$ cat src/rtl/pokey_keyscan_core.sv
// pokey_keyscan_core
// Keyboard matrix scanner: walks a 6-bit scan address across the key matrix,
// samples the two return lines, debounces the first key it finds, and
// produces the key code, the modifier status and the keyboard/break IRQ pulses.
// All state moves on the falling clock edge, in step with the clock generator.

module pokey_keyscan_core #(
    parameter logic [5:0] SHIFT_ADDR = 6'h10,
    parameter logic [5:0] CTRL_ADDR  = 6'h20,
    parameter logic [5:0] BREAK_ADDR = 6'h30
) (
    input  logic       clk,
    input  logic       reset,
    input  logic       enn,
    input  logic       keybClk,
    input  logic       scanEn,
    input  logic       debounceEn,
    input  logic       kr1_n,
    input  logic       kr2_n,
    output logic [5:0] keyAddr,
    output logic [7:0] kbcode,
    output logic       keyDown,
    output logic       shiftDown,
    output logic       keyIrq,
    output logic       brkIrq
);

    localparam logic [1:0] ST_IDLE    = 2'd0;
    localparam logic [1:0] ST_CONFIRM = 2'd1;
    localparam logic [1:0] ST_HELD    = 2'd2;
    localparam logic [1:0] ST_RELEASE = 2'd3;

    logic [5:0] key_addr_q, key_addr_d;
    logic [7:0] kbcode_q,   kbcode_d;
    logic       shift_q,    shift_d;
    logic       ctrl_q,     ctrl_d;
    logic       brk_q,      brk_d;
    logic       key_irq_q,  key_irq_d;
    logic       brk_irq_q,  brk_irq_d;
    logic [5:0] cand_q,     cand_d;
    logic [1:0] state_q,    state_d;

    logic step;
    logic press;
    logic hit;

    assign step  = enn & ~keybClk;
    assign press = ~kr1_n;
    assign hit   = (key_addr_q == cand_q);

    // Next-state logic: scan address, modifier sampling and the debounce machine.
    always_comb begin
        key_addr_d = key_addr_q;
        kbcode_d   = kbcode_q;
        shift_d    = shift_q;
        ctrl_d     = ctrl_q;
        brk_d      = brk_q;
        cand_d     = cand_q;
        state_d    = state_q;
        key_irq_d  = 1'b0;
        brk_irq_d  = 1'b0;

        if (!scanEn) begin
            key_addr_d = 6'h00;
            shift_d    = 1'b0;
            ctrl_d     = 1'b0;
            brk_d      = 1'b0;
            cand_d     = 6'h00;
            state_d    = ST_IDLE;
        end else if (step) begin
            key_addr_d = key_addr_q + 6'd1;

            if (key_addr_q == SHIFT_ADDR) begin
                shift_d = ~kr2_n;
            end
            if (key_addr_q == CTRL_ADDR) begin
                ctrl_d = ~kr2_n;
            end
            if (key_addr_q == BREAK_ADDR) begin
                brk_d     = ~kr2_n;
                brk_irq_d = ~brk_q & ~kr2_n;
            end

            case (state_q)
                ST_IDLE: begin
                    if (press) begin
                        cand_d = key_addr_q;
                        if (debounceEn) begin
                            state_d = ST_CONFIRM;
                        end else begin
                            kbcode_d  = {ctrl_q, shift_q, key_addr_q};
                            key_irq_d = 1'b1;
                            state_d   = ST_HELD;
                        end
                    end
                end
                ST_CONFIRM: begin
                    if (hit) begin
                        if (press) begin
                            kbcode_d  = {ctrl_q, shift_q, cand_q};
                            key_irq_d = 1'b1;
                            state_d   = ST_HELD;
                        end else begin
                            state_d = ST_IDLE;
                        end
                    end
                end
                ST_HELD: begin
                    if (hit && !press) begin
                        state_d = debounceEn ? ST_RELEASE : ST_IDLE;
                    end
                end
                ST_RELEASE: begin
                    if (hit) begin
                        state_d = press ? ST_HELD : ST_IDLE;
                    end
                end
                default: begin
                    state_d = ST_IDLE;
                end
            endcase
        end
    end

    // State registers with synchronous reset; reset also clears the key code.
    always_ff @(negedge clk) begin
        if (reset) begin
            key_addr_q <= 6'h00;
            kbcode_q   <= 8'h00;
            shift_q    <= 1'b0;
            ctrl_q     <= 1'b0;
            brk_q      <= 1'b0;
            key_irq_q  <= 1'b0;
            brk_irq_q  <= 1'b0;
            cand_q     <= 6'h00;
            state_q    <= ST_IDLE;
        end else begin
            key_addr_q <= key_addr_d;
            kbcode_q   <= kbcode_d;
            shift_q    <= shift_d;
            ctrl_q     <= ctrl_d;
            brk_q      <= brk_d;
            key_irq_q  <= key_irq_d;
            brk_irq_q  <= brk_irq_d;
            cand_q     <= cand_d;
            state_q    <= state_d;
        end
    end

    assign keyAddr   = key_addr_q;
    assign kbcode    = kbcode_q;
    assign keyDown   = (state_q == ST_HELD) || (state_q == ST_RELEASE);
    assign shiftDown = shift_q;
    assign keyIrq    = key_irq_q;
    assign brkIrq    = brk_irq_q;

endmodule
$ cat config.mk
export PLATFORM = sky130hd
export DESIGN_NAME = pokey_keyscan_core
export DESIGN_NICKNAME = d
export VERILOG_FILES = /design/src/rtl/pokey_keyscan_core.sv
export SDC_FILE = /design/constraint.sdc
export NUM_CORES = 1
export LEC_CHECK = 0
export CAP_MARGIN = 20
export CELL_PAD_IN_SITES_DETAIL_PLACEMENT = 1
export CELL_PAD_IN_SITES_GLOBAL_PLACEMENT = 2
export CORE_UTILIZATION = 34
export CTS_CLUSTER_DIAMETER = 200
export DETAILED_ROUTE_END_ITERATION = 10
export HOLD_SLACK_MARGIN = 0.12
export PLACE_DENSITY_LB_ADDON = 0.1
export SETUP_SLACK_MARGIN = 0.02
export SLEW_MARGIN = 25
export SYNTH_ARGS = -nofsm -noshare
export SYNTH_HDL_FRONTEND = slang
export SYNTH_SLANG_ARGS = --single-unit
$ cat constraint.sdc
create_clock -name clk -period 4.17 [get_ports clk]
set_input_delay 0.417 -clock clk [delete_from_list [all_inputs] [get_ports clk]]
set_output_delay 0.417 -clock clk [all_outputs]
set_load 0.01 [all_outputs]
# Word level (Yosys, flattened, before mapping)
# Index checks and enable logic that the tools add are counted.
# Widths: inputs -> output; s select.
[word_totals]
latchBits = 0
romBits = 0
in_bits = 8
ramBits = 0
out_inout_bits = 18
mem_count = 0
word_cells = 63
reg_bits = 27
[classes]
n_eq_ne = 13
n_addsub = 1
n_div = 0
bitwise = 9
n_reduce_logical = 14
n_shift = 0
n_mul = 0
muxes = 17
order_cmp = 0
[ops]
columns = ["cell", "count"]
rows = [
  ["$mux 8", 4],
  ["$pmux 8 s2", 1],
  ["$eq 6x6->1 const B", 2],
  ["$mux 2", 6],
  ["$ne 2x2->1 const B", 5],
  ["$not 1->1", 7],
  ["$reduce_and 7->1", 1],
  ["$add 6x1->6 const B", 1],
  ["$eq 6x5->1 const B", 1],
  ["$eq 6x6->1", 1],
  ["$pmux 2 s3", 1],
  ["$reduce_and 2->1", 3],
  ["$eq 2x2->1 const B", 2],
  ["$mux 1", 4],
  ["$reduce_and 4->1", 1],
  ["$reduce_or 2->1", 2],
  ["$reduce_or 4->1", 1],
  ["$reduce_and 3->1", 1],
  ["$reduce_or 3->1", 1],
  ["$and 1x1->1", 2],
  ["$eq 2x1->1 const B", 1],
  ["$logic_not 2->1", 1],
  ["$ne 2x1->1 const B", 1],
  ["$pmux 1 s2", 1],
  ["3 further kinds", 3],
]

# Logic depth before layout (Yosys ltp)
# Gate-level depths: netlist (run 1).
[logic_depth]
word_depth = 4
ltp_mapped = 7
ltp_nobuf = 6

==> run_results.csv, run 1 <==
group,metric,value,unit
setup_path,critPathSlowestCell,"clkdlybuf4s50_1",
setup_path,start_kind,"register",
power_and_ir_drop,p_sw_share,32.8,%
clock_network,post_cts_buffers,0,
setup_path,crit_path_end_kind,"output pin",
final_layout,multi_input_comb_area,778,um^2
synth,syn_nets,159,
drt,drt_iter0_drc,32,
floorplanning,io-pin-count,26,
clock_network,ctsHoldBuffers,0,
setup_path,path_cells,"clkdlybuf4s50_1",
floorplanning,start_util,35.6,%
sta,hold_viol,0,
synth,ys_ff_latch,27,
clock_network,cts_root_buf,"clkbuf_8",
drt,wl_per_cell,14.4,um
synth,avgSynthCellArea,9.56,um^2
final_layout,fin_util,47.3,%
clock_network,cts_tree,"built",
power_and_ir_drop,power.leakage,0.816,nW
power_and_ir_drop,p_per_area,308,mW/mm^2
sta,fin_ws,0.219,ns
power_and_ir_drop,finalPower,0.000584,W
floorplanning,core-area,0.00400,mm^2
min_path,hold_class,"register to register",
floorplanning,die_h,66.7,um
global_route,grt-ovfl-total,0,
final_layout,antenna_cells,0,
sta,fin_skew,0.0185,ns
setup_path,path_max_fanout,8,
sta,fin_hold_ws,0.433,ns
setup_path,path_delay_family,"buffers and inverters",
final_layout,nFillCells,469,
synth,ys_types,34,
synth,yosys_warnings,0,
global_route,grt_pass1_vias,1327,
placed_design,routabilityCongestion,0.699,
clock_network,cts_made_buffers,3,
drt,ant_nets,0,
final_layout,areaGrowthSynthToFinish,33.0,%
sta,drv_slew,0,
global_route,grt_max_degree,17,
drt,vias,1281,
clock_network,h-tree-depth,1,
clock_network,clock_latency,0.37,ns
floorplanning,die_x,66.7,um
setup_path,max_stage_delay,0.60,ns
power_and_ir_drop,power_frac_comb,8.8,%
outcome,status,"completed",
setup_path,critPathKind,"register to output pin",
power_and_ir_drop,switching_power,0.000192,W
final_layout,drive_gt1_share,12.1,%
drt,wl,3.59,mm
synth,yosysSeqAreaShare,38.0,%
clock_network,cts_sinks,27,
synth,syn_area,0.00142,mm^2
setup_path,cp_num_buf_inv,1,
drt,drcViolationCount,0,
sta,rsz0062_at_grt,"false",
synth,synth_cells,149,
floorplanning,rows,23,
sta,finalSetupViolations,0,
power_and_ir_drop,internal_power,0.000392,W
drt,drt-vias-per-instance,5.14,
global_route,grt_first_pass_wirelength,5.87,mm
floorplanning,die-area,0.00445,mm^2
clock_network,cts_resized,0,
final_layout,final_nets,210,
sta,max_slew_margin,71.2,%
final_layout,stdcell_area,0.00189,mm^2
global_route,antenna_found_initial,0,
flow_run,cap_violations,0,
drt,first_pass_iters,6,
sta,tightest_slew,0.432,ns
placed_design,io_buffer_count,25,
placed_design,dpl.hpwl,2.58,mm
final_layout,regArea,541,um^2
power_and_ir_drop,clockPowerShare,45.8,%
setup_path,critical_path_arrival,3.53,ns
global_route,groute.usage.overall,17.8,%
power_and_ir_drop,vdd_drop_max,0.000157,V
setup_path,worst_ep_required_time,3.75,ns
clock_network,clk_path_buf_depth,2,
power_and_ir_drop,seqPwrFrac,45.4,%
clock_network,cts.clk_slew.worst_paths,0.04,ns
placed_design,place_area,0.00175,mm^2
placed_design,place_ws,-0.0236,ns
[path summary, 6_finish.rpt]
kind | start | endpoint | slack (ns) | cells after the start
worst min-delay path | brk_q | brkIrq | 0.43 | 1
worst max-delay path | keyAddr[3] | keyAddr[3] | 0.22 | 1
worst min register to register | brk_q | brkIrq | 0.43 | 1
worst max register to register | keyAddr[5] | kbcode[7] | 2.50 | 6
[cell families after synthesis]
kind of cell    synth area share (%)
simple gates                    20.1
buf+inv                         7.38
xor+xnor                        6.15
flops                           38.0
fa+ha+maj                       1.76
mux                             12.7
compound gates                  14.0
[per-stage QoR]
stage,TNS [ns],cells
3_5_place_dp,-0.0463,219
3_3_place_gp,0,219
5_1_grt,0,249
6_report,0,249
2_1_floorplan,0,149
4_1_cts,0,249
[Yosys cell counts (all sizes together)]
master / instances / area [um^2]
nand2: 8 / 30.0
nor2b: 2 / 12.5
nand2b: 8 / 50.1
inv: 5 / 18.8
nor4: 1 / 6.26
and2b: 1 / 7.51
a311oi: 7 / 61.3
nor4b: 1 / 23.8
nand4: 5 / 31.3
buf: 10 / 63.8
nand4b: 2 / 17.5
ha: 2 / 25.0
o41ai: 1 / 8.76
nor3: 1 / 5.00
nor2: 14 / 52.6
o21ba: 1 / 10.0
a21oi: 4 / 20.0
xor2: 4 / 35.0
a31o: 1 / 8.76
and3: 2 / 12.5
mux2i: 18 / 180
xnor2: 6 / 52.6
and4: 1 / 11.3
a211oi: 6 / 75.1
o22ai: 1 / 6.26
dfxtp: 27 / 541
nor3b: 1 / 7.51
clkbuf: 6 / 22.5
and4bb: 1 / 12.5
o31a: 1 / 8.76
and2: 1 / 6.26
[layout by cell type, fill, tap and decap left out, drive strengths merged, types with 2 or more instances in the layout]
cell type	count
clkbuf	3
clkdlybuf4s50	25
mux2i	18
a211oi	6
inv	31
nor2	14
nand4	5
nand2b	8
xnor2	6
buf	11
xor2	4
nand2	8
a21oi	4
ha	2
and3	2
nand4b	2
nor2b	2
dfxtp	27
a311oi	7
[layer usage]
layer | track usage (%) | part of all wire, % | routed length (um) | vias up
li1 | - | - | - | 621
met1 | 19.8 | 45 | 1620 | 622
met2 | 29.4 | 50 | 1790 | 33
met3 | 5.82 | 3.5 | 124 | 5
met4 | 10.1 | 1.5 | 53 | 0
met5 | 0 | 0 | 0 | -
[state kept, by name, indices dropped and copies added (netlist names)]
register / count
brkIrq: 1
state_q: 2
kbcode: 8
keyAddr: 6
keyIrq: 1
shiftDown: 1
brk_q: 1
ctrl_q: 1
cand_q: 6
[final cells by class]
class | count | area share, %
clock buffer | 3 | 2.18
inverter | 4 | 0.793
multi-input combinational | 101 | 41.1
tap | 50 | 3.30
sequential | 27 | 28.6
clock inverter | 28 | 5.82
timing repair buffer | 36 | 18.2
[power by group through the flow]
| stage | clock network (W) | logic (W) | registers (W) |
|---|---|---|---|
| after floorplan | 0.0000411 | 0.0000271 | 0.000270 |
| after global routing | 0.000314 | 0.0000560 | 0.000265 |
| after CTS | 0.000286 | 0.0000521 | 0.000265 |
| after detailed placement | 0.0000411 | 0.0000519 | 0.000270 |
| final | 0.000267 | 0.0000515 | 0.000265 |
| after global placement | 0.0000411 | 0.0000502 | 0.000269 |
(Power assumes the default switching activity.)
==> run 2, diff against run 1 <==
CORE_MARGIN = 4   (was not set)
CTS_CLUSTER_DIAMETER = not set   (was 200)
==> run 2 against run 1 <==
Count of clock-buffer cells in the layout is the same. Sequential share of layout area about the same. Register-to-register slack worse by 0.02 ns. Wire length increased by 0.89%. Core utilization decreased by 0.28 points. Sequential power is essentially flat. Critical path depth stayed put. Setup slack got worse by 0.0067 ns. Highest routed layer unchanged.
==> run_results.csv, run 2 (same netlist as run 1, synthesis figures left out) <==
group,metric,value,unit
sta,rsz0062_at_grt,"false",
power_and_ir_drop,internal_power,0.000389,W
setup_path,reg2reg_slack,2.48,ns
setup_path,cp_num_buf_inv,1,
sta,max_slew_margin,71.5,%
power_and_ir_drop,p_sw_share,31.2,%
global_route,grt-ovfl-total,0,
floorplanning,die_h,72.7,um
setup_path,path_max_fanout,8,
floorplanning,die_x,72.7,um
power_and_ir_drop,seqPwrFrac,46.9,%
placed_design,place_area,0.00175,mm^2
min_path,hold_class,"register to register",
final_layout,drive_gt1_share,12.0,%
final_layout,stdcell_area,0.00190,mm^2
power_and_ir_drop,p_per_area,299,mW/mm^2
min_path,min-delay-start,"brk_q",
floorplanning,core-area,0.00403,mm^2
setup_path,crit_path_end_kind,"output pin",
sta,hold_viol,0,
clock_network,cts_made_buffers,3,
sta,drv_slew,0,
final_layout,final_nets,211,
clock_network,h-tree-depth,1,
setup_path,critPathSlowestCell,"clkdlybuf4s50_1",
power_and_ir_drop,switching_power,0.000177,W
setup_path,path_cells,"clkdlybuf4s50_1",
clock_network,clk_path_buf_depth,2,
final_layout,antenna_cells,0,
drt,drcViolationCount,0,
clock_network,cts_root_buf,"clkbuf_8",
final_layout,largest_reg_flops,8,
floorplanning,rows,23,
sta,tightest_slew,0.427,ns
power_and_ir_drop,vdd_drop_max,0.000114,V
setup_path,start_kind,"register",
placed_design,dpl.hpwl,2.61,mm
drt,wl,3.62,mm
final_layout,final_common_cell,"inv_1",
drt,first_pass_iters,4,
drt,drt_iter0_drc,56,
global_route,groute.usage.overall,14.6,%
drt,wl_per_cell,14.5,um
global_route,antenna_found_initial,0,
setup_path,r2r_end,"brk_q",
sta,finalSetupViolations,0,
setup_path,worst_ep_required_time,3.75,ns
sta,fin_skew,0.0161,ns
power_and_ir_drop,clockPowerShare,43.9,%
setup_path,critPathKind,"register to output pin",
global_route,grt_first_pass_wirelength,6.09,mm
clock_network,cts_tree,"built",
floorplanning,io-pin-count,26,
power_and_ir_drop,power_frac_comb,9.2,%
placed_design,routabilityCongestion,0.686,
clock_network,clock_latency,0.35,ns
min_path,holdPathEnd,"brkIrq",
clock_network,post_cts_buffers,0,
floorplanning,start_util,35.3,%
setup_path,r2r.worst_path.cells,7,
setup_path,rr_startpoint,"keyAddr[1]",
final_layout,final_cell_mix,"inv_1 (32), dfxtp_1 (27), clkdlybuf4s50_1 (25)",
clock_network,cts.clk_slew.worst_paths,0.04,ns
clock_network,ctsHoldBuffers,0,
setup_path,max_stage_delay,0.61,ns
placed_design,io_buffer_count,25,
floorplanning,die-area,0.00529,mm^2
clock_network,cts_sinks,27,
sta,fin_hold_ws,0.430,ns
min_path,hold_depth,1,
setup_path,path_delay_family,"buffers and inverters",
drt,drt-vias-per-instance,5.11,
global_route,grt_pass1_vias,1362,
global_route,grt_max_degree,15,
sta,tns,0,ns
power_and_ir_drop,finalPower,0.000566,W
drt,vias,1278,
outcome,status,"completed",
final_layout,areaGrowthSynthToFinish,33.1,%
flow_run,cap_violations,0,
drt,ant_nets,0,
power_and_ir_drop,power.leakage,0.823,nW
setup_path,critical_path_arrival,3.54,ns
clock_network,cts_resized,0,
==> run 2: changes by cell type in the layout (fill, tap and decap cells not counted), sizes merged <==
cell,change
clkinv,-1
inv,+1
buf,+1
==> run 2: power by group through the flow <==
stage | Sequential [W] | Combinational (W) | Clock [W]
2_1_floorplan | 0.000270 | 0.0000271 | 0.0000411
3_3_place_gp | 0.000269 | 0.0000509 | 0.0000411
3_5_place_dp | 0.000270 | 0.0000518 | 0.0000411
4_1_cts | 0.000265 | 0.0000523 | 0.000268
5_1_grt | 0.000265 | 0.0000560 | 0.000299
6_report | 0.000266 | 0.0000518 | 0.000249
==> run 2: final cells by class <==
cell class              instances  area [um^2]
inverters                       4         15.0
flip-flops and latches         27          541
clock buffers                   3         41.3
multi-input cells             101          778
fillers                       478         2130
repair buffers                 37          353
clock inverters                28          105
well taps                      50         62.6
==> run 2: per-layer routing <==
layer	wire, um	vias to the layer above	global-route usage (%)	part of all wire (%)
met4	21	0	7.58	0.58
met3	158	2	5.37	4.4
met1	1590	628	17.2	44
met5	0	-	0	0
li1	-	623	-	-
met2	1850	25	23.0	51
==> run 2: metrics by stage <==
step,std cells,util (%),setup WS (ns)
finish,250,47.0,0.213
CTS,250,47.0,0.205
detailed placement,220,43.5,0.0359
global route,250,47.0,0.144
global placement,220,43.5,0.109
floorplan,149,-,0.563
==> run 2: how the worst max path moves through the flow <==
stage          startpoint          to  slack [ns]  cells after the start
3_3_place_gp        kr1_n   kbcode[7]        0.11                      6
5_1_grt        keyAddr[0]  keyAddr[0]        0.14                      1
6_report       keyAddr[0]  keyAddr[0]        0.21                      1
4_1_cts        keyAddr[0]  keyAddr[0]        0.20                      1
3_5_place_dp        kr1_n   kbcode[7]        0.04                      6
2_1_floorplan       kr1_n   kbcode[6]        0.56                      6
==> run 2: worst reg2reg max path, stage by stage (launching register included) <==
cell,delay [ns]
dfxtp_1,0.31
buf_4,0.16
inv_1,0.07
ha_1,0.17
nor3b_1,0.39
nand4_1,0.22
mux2i_1,0.19
nor2_1,0.05
==> run 3, diff against run 2 <==
CORE_MARGIN = not set   (was 4)
CTS_CLUSTER_SIZE = 40   (was not set)
==> results of run 3 <==
Final layout, timing and power as in run 1 (identical DEF).
